===== config.mk =====
export PLATFORM = sky130hd
export DESIGN_NAME = alu_arbiter
export DESIGN_NICKNAME = d
export VERILOG_FILES = /design/src/rtl/alu_arbiter.sv
export SDC_FILE = /design/constraint.sdc
export NUM_CORES = 1
export LEC_CHECK = 0
export CELL_PAD_IN_SITES_DETAIL_PLACEMENT = 1
export CELL_PAD_IN_SITES_GLOBAL_PLACEMENT = 2
export CORE_MARGIN = 4
export CORE_UTILIZATION = 25
export CTS_CLUSTER_DIAMETER = 80
export DETAILED_ROUTE_END_ITERATION = 10
export PLACE_DENSITY = 0.87
export SLEW_MARGIN = 20
export SYNTH_ARGS = -nofsm -noshare
export SYNTH_HDL_FRONTEND = slang
export SYNTH_SLANG_ARGS = --single-unit

===== constraint.sdc =====
create_clock -name clk -period 4.25 [get_ports clk]
set_clock_uncertainty 0.2 [all_clocks]
set_input_delay 0.6375 -clock clk [delete_from_list [all_inputs] [get_ports clk]]
set_output_delay 0.6375 -clock clk [all_outputs]
set_load 0.1 [all_outputs]

===== src/rtl/alu_arbiter.sv =====
// Two-requester front end for a single shared ALU: round-robin grant, one
// operation in flight, registered results returned as a one-cycle pulse.
module alu_arbiter #(
  parameter int unsigned MUL_CYCLES = 1
) (
  input  logic        clk,
  input  logic        rst_n,
  input  logic        req0_valid,
  output logic        req0_ready,
  input  logic [15:0] req0_a,
  input  logic [15:0] req0_b,
  input  logic [3:0]  req0_cmd,
  input  logic        req1_valid,
  output logic        req1_ready,
  input  logic [15:0] req1_a,
  input  logic [15:0] req1_b,
  input  logic [3:0]  req1_cmd,
  output logic        rsp0_valid,
  output logic        rsp1_valid,
  output logic [15:0] rsp_hi,
  output logic [15:0] rsp_lo,
  output logic        rsp_zero,
  output logic        rsp_err,
  output logic [15:0] alu_a,
  output logic [15:0] alu_b,
  output logic [3:0]  alu_cmd,
  input  logic [15:0] alu_hi,
  input  logic [15:0] alu_lo,
  output logic        busy
);

  localparam int unsigned W     = 16;
  localparam int unsigned CW    = 4;
  localparam int unsigned CNT_W = 3;
  localparam logic [CW-1:0] CMD_FIRST = CW'(1);
  localparam logic [CW-1:0] CMD_MUL   = CW'(9);

  typedef enum logic [1:0] {IDLE, EXEC, WAIT, RESP} state_e;

  state_e           state_q, state_d;
  logic [W-1:0]     a_q, a_d;
  logic [W-1:0]     b_q, b_d;
  logic [CW-1:0]    cmd_q, cmd_d;
  logic             gid_q, gid_d;
  logic [CNT_W-1:0] cnt_q, cnt_d;
  logic             rr_q, rr_d;
  logic [W-1:0]     rsp_hi_q, rsp_hi_d;
  logic [W-1:0]     rsp_lo_q, rsp_lo_d;
  logic             rsp_zero_q, rsp_zero_d;
  logic             rsp_err_q, rsp_err_d;

  logic grant0, grant1, cmd_legal, drive_alu;

  // rr_q low: req0 wins a tie; a lone valid requester always wins
  always_comb begin
    grant0 = req0_valid & (~req1_valid | ~rr_q);
    grant1 = req1_valid & (~req0_valid | rr_q);
  end

  always_comb begin
    cmd_legal = (cmd_q >= CMD_FIRST) && (cmd_q <= CMD_MUL);
    drive_alu = ((state_q == EXEC) || (state_q == WAIT)) && cmd_legal;
  end

  // Next-state and capture logic
  always_comb begin
    state_d    = state_q;
    a_d        = a_q;
    b_d        = b_q;
    cmd_d      = cmd_q;
    gid_d      = gid_q;
    cnt_d      = cnt_q;
    rr_d       = rr_q;
    rsp_hi_d   = rsp_hi_q;
    rsp_lo_d   = rsp_lo_q;
    rsp_zero_d = rsp_zero_q;
    rsp_err_d  = rsp_err_q;
    case (state_q)
      IDLE: begin
        if (grant0 || grant1) begin
          a_d     = grant1 ? req1_a   : req0_a;
          b_d     = grant1 ? req1_b   : req0_b;
          cmd_d   = grant1 ? req1_cmd : req0_cmd;
          gid_d   = grant1;
          rr_d    = grant0;
          state_d = EXEC;
        end
      end
      EXEC: begin
        if (!cmd_legal) begin
          rsp_hi_d   = '0;
          rsp_lo_d   = '0;
          rsp_zero_d = 1'b1;
          rsp_err_d  = 1'b1;
          state_d    = RESP;
        end else if (cmd_q == CMD_MUL) begin
          cnt_d   = CNT_W'(MUL_CYCLES);
          state_d = WAIT;
        end else begin
          // upper ALU word is stale for anything but a multiply
          rsp_hi_d   = '0;
          rsp_lo_d   = alu_lo;
          rsp_zero_d = (alu_lo == '0);
          rsp_err_d  = 1'b0;
          state_d    = RESP;
        end
      end
      WAIT: begin
        cnt_d = cnt_q - CNT_W'(1);
        if (cnt_q == CNT_W'(1)) begin
          rsp_hi_d   = alu_hi;
          rsp_lo_d   = alu_lo;
          rsp_zero_d = (alu_hi == '0) && (alu_lo == '0);
          rsp_err_d  = 1'b0;
          state_d    = RESP;
        end
      end
      RESP: state_d = IDLE;
      default: state_d = IDLE;
    endcase
  end

  always_ff @(posedge clk or negedge rst_n) begin
    if (!rst_n) begin
      state_q    <= IDLE;
      a_q        <= '0;
      b_q        <= '0;
      cmd_q      <= '0;
      gid_q      <= 1'b0;
      cnt_q      <= '0;
      rr_q       <= 1'b0;
      rsp_hi_q   <= '0;
      rsp_lo_q   <= '0;
      rsp_zero_q <= 1'b0;
      rsp_err_q  <= 1'b0;
    end else begin
      state_q    <= state_d;
      a_q        <= a_d;
      b_q        <= b_d;
      cmd_q      <= cmd_d;
      gid_q      <= gid_d;
      cnt_q      <= cnt_d;
      rr_q       <= rr_d;
      rsp_hi_q   <= rsp_hi_d;
      rsp_lo_q   <= rsp_lo_d;
      rsp_zero_q <= rsp_zero_d;
      rsp_err_q  <= rsp_err_d;
    end
  end

  // Ready is masked by reset so nothing appears accepted while held in reset
  always_comb begin
    req0_ready = rst_n & (state_q == IDLE) & grant0;
    req1_ready = rst_n & (state_q == IDLE) & grant1;
    rsp0_valid = (state_q == RESP) & ~gid_q;
    rsp1_valid = (state_q == RESP) & gid_q;
    busy       = (state_q != IDLE);
    alu_a      = drive_alu ? a_q   : '0;
    alu_b      = drive_alu ? b_q   : '0;
    alu_cmd    = drive_alu ? cmd_q : '0;
    rsp_hi     = rsp_hi_q;
    rsp_lo     = rsp_lo_q;
    rsp_zero   = rsp_zero_q;
    rsp_err    = rsp_err_q;
  end

endmodule


# Word level (Yosys, flattened, before mapping)
# Cells that the tools add are included.
totals:
  word_cells: 81
  regBits: 77
  in_bits: 108
op_classes:
  magnitude_cmp: 2
  n_bitwise: 13
  muxes: 30
  n_reduce_logical: 14
  addsub: 1
  n_eq_ne: 10
op_table:
  columns: ["operator", "n"]
  rows:
  - ["2-to-1 mux 16 bit", 10]
  - ["one-hot mux 16 bit (2 select lines)", 2]
  - ["logical NOT 16 bit", 2]
  - ["2-to-1 mux 1 bit", 8]
  - ["2-to-1 mux 4 bit", 2]
  - ["one-hot mux 2 bit (4 select lines)", 1]
  - ["AND 1 bit", 7]
  - ["2-to-1 mux 3 bit", 2]
  - ["one-hot mux 3 bit (2 select lines)", 1]
  - ["AND reduction 3 bit", 2]
  - ["equality test 2 bit, second input constant", 2]
  - ["equality test 4 bit, second input constant", 1]
  - [">= comparator 4 x 1 -> 1 bit, second input constant", 1]
  - ["less-or-equal comparator 4 bit, second input constant", 1]
  - ["2-to-1 mux 2 bit", 2]
  - ["!= test 2 x 1 -> 1 bit, second input constant", 2]
  - ["!= test 2 bit, second input constant", 2]
  - ["NOT 1 bit", 4]
  - ["one-hot mux 1 bit (2 select lines)", 2]
  - ["AND reduction 2 bit", 2]
  - ["nonzero test 2 bit", 2]
  - ["equality test 3 x 1 -> 1 bit, second input constant", 1]
  - ["logical AND 1 bit", 3]
  - ["!= test 3 bit, second input constant", 1]
  - ["other kinds (5)", 7]

# Depth between registers and ports, before layout
logic_depth:
  ltp_word: 6
  ltp_mapped: 8

# Least setup slack after synthesis
# Ideal clock, no wire load.
synth_path:
  kind: "reg-to-output"
  start: "reg state_q[0]"
  end: "out req0_ready"
  arrival_ns: 3.030
  path_slack_ns: 0.383
  stages_incl_launch_ff: 6
  t_required_ns: 3.412
  path_buffers: 1
  cell_sequence: "dfrtp_1 > inv_1 > ha_1 > buf_2 > nand2_1 > nor3b_1"
synth_via:
  elab_chain_cells: 3
synth_rtl:
  columns: ["element", "line_no", "rtl"]
  rows:
  - ["from (decl)", "40", "state_e state_q, state_d;"]
  - ["from (signal assigned)", "137", "state_q <= state_d;"]
  - ["logical NOT 2 bit", "153", "req0_ready = rst_n & (state_q == IDLE) & grant0;"]
  - ["AND 1 bit (2 in series)", "153", null]
  - ["to (decl)", "9", "output logic req0_ready,"]
# Every way passes these cells.

# Worst setup path after layout
layout_path:
  start: "reg state_q[0]"
  end: "out busy"
layout_via:
  elab_chain_cells: 1
layout_rtl:
  columns: ["element", "line_no", "rtl"]
  rows:
  - ["nonzero test 2 bit", "157", "busy = (state_q != IDLE);"]
  - ["to (decl)", "29", "output logic busy"]
# Every way passes these cells.

==> metrics.md <==
| Metric | Value |
|---|---|
| Status | finished, final reports clean |
| Req. time, crit path | 3.41 ns |
| Most frequent cells in the layout | clkdlybuf4s50_1, nand2_1, dfrtp_1 |
| Crit share post-route | between 70% and 80% |
| DRC viols | 0 |
| Clk buf depth | 2 |
| Die Y-Extent | around 130 µm |
| Die area | around 17000 µm² |
| Measured slew at the worst slew-check pin | between 0.9 and 1 ns |
| CTS root buffer | clkbuf_16 |
| Total wire length | around 12000 µm |
| Worst-path cell chain | inv_1, ha_1, inv_1, clkdlybuf4s50_1 |
| 1st-pass router iterations | 4 |
| Synth Flop Type | dfrtp_1 |
| Vias | 3554 |
| Area Growth Syn to Fin | 56.91% |
| Final Hold Fails | 0 |
| Final Net Count | a little under 700 |
| Antenna Violating Nets Remaining | 0 |
| Max cap viols | 0 |
| Average size of a mapped cell | 9.426 µm² |
| Critical path peak fanout | 8 |
| Most frequent cell on the critical path | inv_1 |
| Final setup violation count | 0 |
| Area contributors post-synth | dfrtp_1, nand2_1, mux2i_1 |
| Number of gates resized after CTS | 0 |
| Commonest non-fill, non-tap cell in the layout | clkdlybuf4s50_1 |
| # diodes | 0 |
| First-pass GRT wire length | about 20000 µm |
| Clock Latency Late Sink | roughly 0.33 ns |
| CP delay by family, top | buffers and inverters |
| Fin area | 6020 µm² |
| H-tree depth | 3 |
| HP Class | primary input to async pin |
| Share of layout cells above drive strength 1 | between 10 and 15% |
| GRT Residual Overflow | 0 |
| IO buf count | ~180 |
| Avg Vias per Cell | ~4.6 |
| WP buf/inv | 3 |
| Post-synth top area share | 50.23% |
| Gr usage total | 14.33% |
| Die Width | approximately 130 µm |
| F_max | 306.5 MHz |
| Synth Cell Area | between 3000 and 4000 µm² |
| Asr flop ratio synth | 100.0% |
| CTS tree | yes |
| Worst Setup Start Kind | flop |
| Max Slew Vio Count | 0 |
| Worst R2R Setup Slack | 1.24 ns |
| Sink Count | 77 |
| Synth warn | 0 |
| Core ar. | 15090 µm² |
| Setup_tns | 0 ns |
| Kind of critical path | flop to output pin |
| Distinct cell type count after synthesis | 32 |
| CP arrival | between 2 and 2.5 ns |
| Hpwl dp | 9595 µm |
| Slew headroom | between 30 and 40% |
| Flops & latches, synth | 77 |
| RR Endpoint | rsp_lo[15] |
| Placer congestion estimate | 0.7326 |
| Reg2reg path depth | 6 |
| Reg clk slew, reported paths | ~0.06 ns |
| Cell taking the most area after synthesis | dfrtp_1 |
| Cells after synthesis | 407 |
| Syn_nets | around 520 |
| Routed WL per cell | between 15 and 20 µm |
| Sequential-to-total area share from yosys stat | about 50% |
| Post-CTS setup buffer count | 0 |
| Vias in the first global route | about 3900 |
| Pin count of the biggest net entering global routing | 73 |
| Hold_buf cts | 0 |
| Initial Util | 25.42% |
| Critical Path End Type | output pin |
| Post-synth EDFFs | 0 |
| R2r startpoint | state_q[0] |
| Initial antenna violation count | 0 |
| RSZ-0062 raised after global routing | no |
| Placed instance area | between 5000 and 6000 µm² |
| TritonCTS buffer count | 9 |
| Row cnt | 45 |
| CP peak stage delay | 1.15 ns |
| Final Critical Period | approximately 3.3 ns |
| Critical-path top delay cell | clkdlybuf4s50_1 |
| Initial DRC Count | ~150 |
| IO Count | roughly 180 |
## metal layers
layer	up-vias	part of all wire, %	track usage [%]
met1	1655	45	17.87
met2	162	44	22.75
met3	12	9.7	5.534
li1	1725	-	-
met5	-	0	0
met4	0	1.3	4.901
## final cells by class
cell class	count	area, µm²
Fill cell	1742	9070
Sequential cell	77	1927
Clock buffer	11	252.7
Tap cell	188	235.2
Clock inverter	4	47.55
Multi-Input combinational cell	297	1758
Inverter	8	30.03
Timing Repair Buffer	188	1769
## Yosys cell counts (2+ instances only)
cell,n
o2bb2ai_1,2
buf_2,3
o21ai_0,62
nand4_1,2
and3_1,5
nor2b_1,4
ha_1,6
inv_1,8
a21oi_1,4
nand2_1,106
nor4_1,8
clkbuf_1,13
a31oi_1,2
mux2i_1,36
and2_1,34
dfrtp_1,77
buf_6,7
o21ai_1,14
## how the worst max path moves through the flow
stage / startpoint / endpoint / slack, ns / cells after the start
6_report: state_q[0] / busy / 0.99 / 4
5_1_grt: state_q[0] / busy / 0.92 / 4
4_1_cts: state_q[0] / busy / 0.96 / 4
3_5_place_dp: state_q[0] / rsp_lo[11] / 1.21 / 6
3_3_place_gp: state_q[0] / rsp_lo[11] / 1.33 / 6
2_1_floorplan: state_q[0] / req0_ready / 0.38 / 5
## sequential cells by signal, summed over array words and instances, names as in the netlist
name / cells
gid_q: 1
cmd_q: 4
rr_q: 1
cnt_q: 3
rsp_err: 1
b_q: 16
rsp_zero: 1
rsp_lo: 16
rsp_hi: 16
state_q: 2
a_q: 16
## cells by family after synthesis
logic type / after synthesis / share of synthesized area (%)
adder cells (fa/ha/maj): 6 / 1.957
flip-flops: 77 / 50.23
multiplexers: 36 / 9.393
AO/OA/AOI/OAI: 91 / 13.11
AND/OR/NAND/NOR: 164 / 20.48
buffers and inverters: 33 / 4.827
## through the flow
step	hold slack, ns	worst slack [ns]	utilization [%]	cells
final	0.2358	0.9870	39.89	773
after global routing	0.2747	0.9187	39.89	773
after CTS	0.2581	0.9565	39.89	773
after detailed placement	0.2628	1.210	37.90	758
after global placement	0.2528	1.332	37.90	758
after floorplan	0.1419	0.3827	-	407
Power is left out: the tool's default activity adds up to more than one toggle a clock period on the data nets, which glitch-free logic cannot reach.
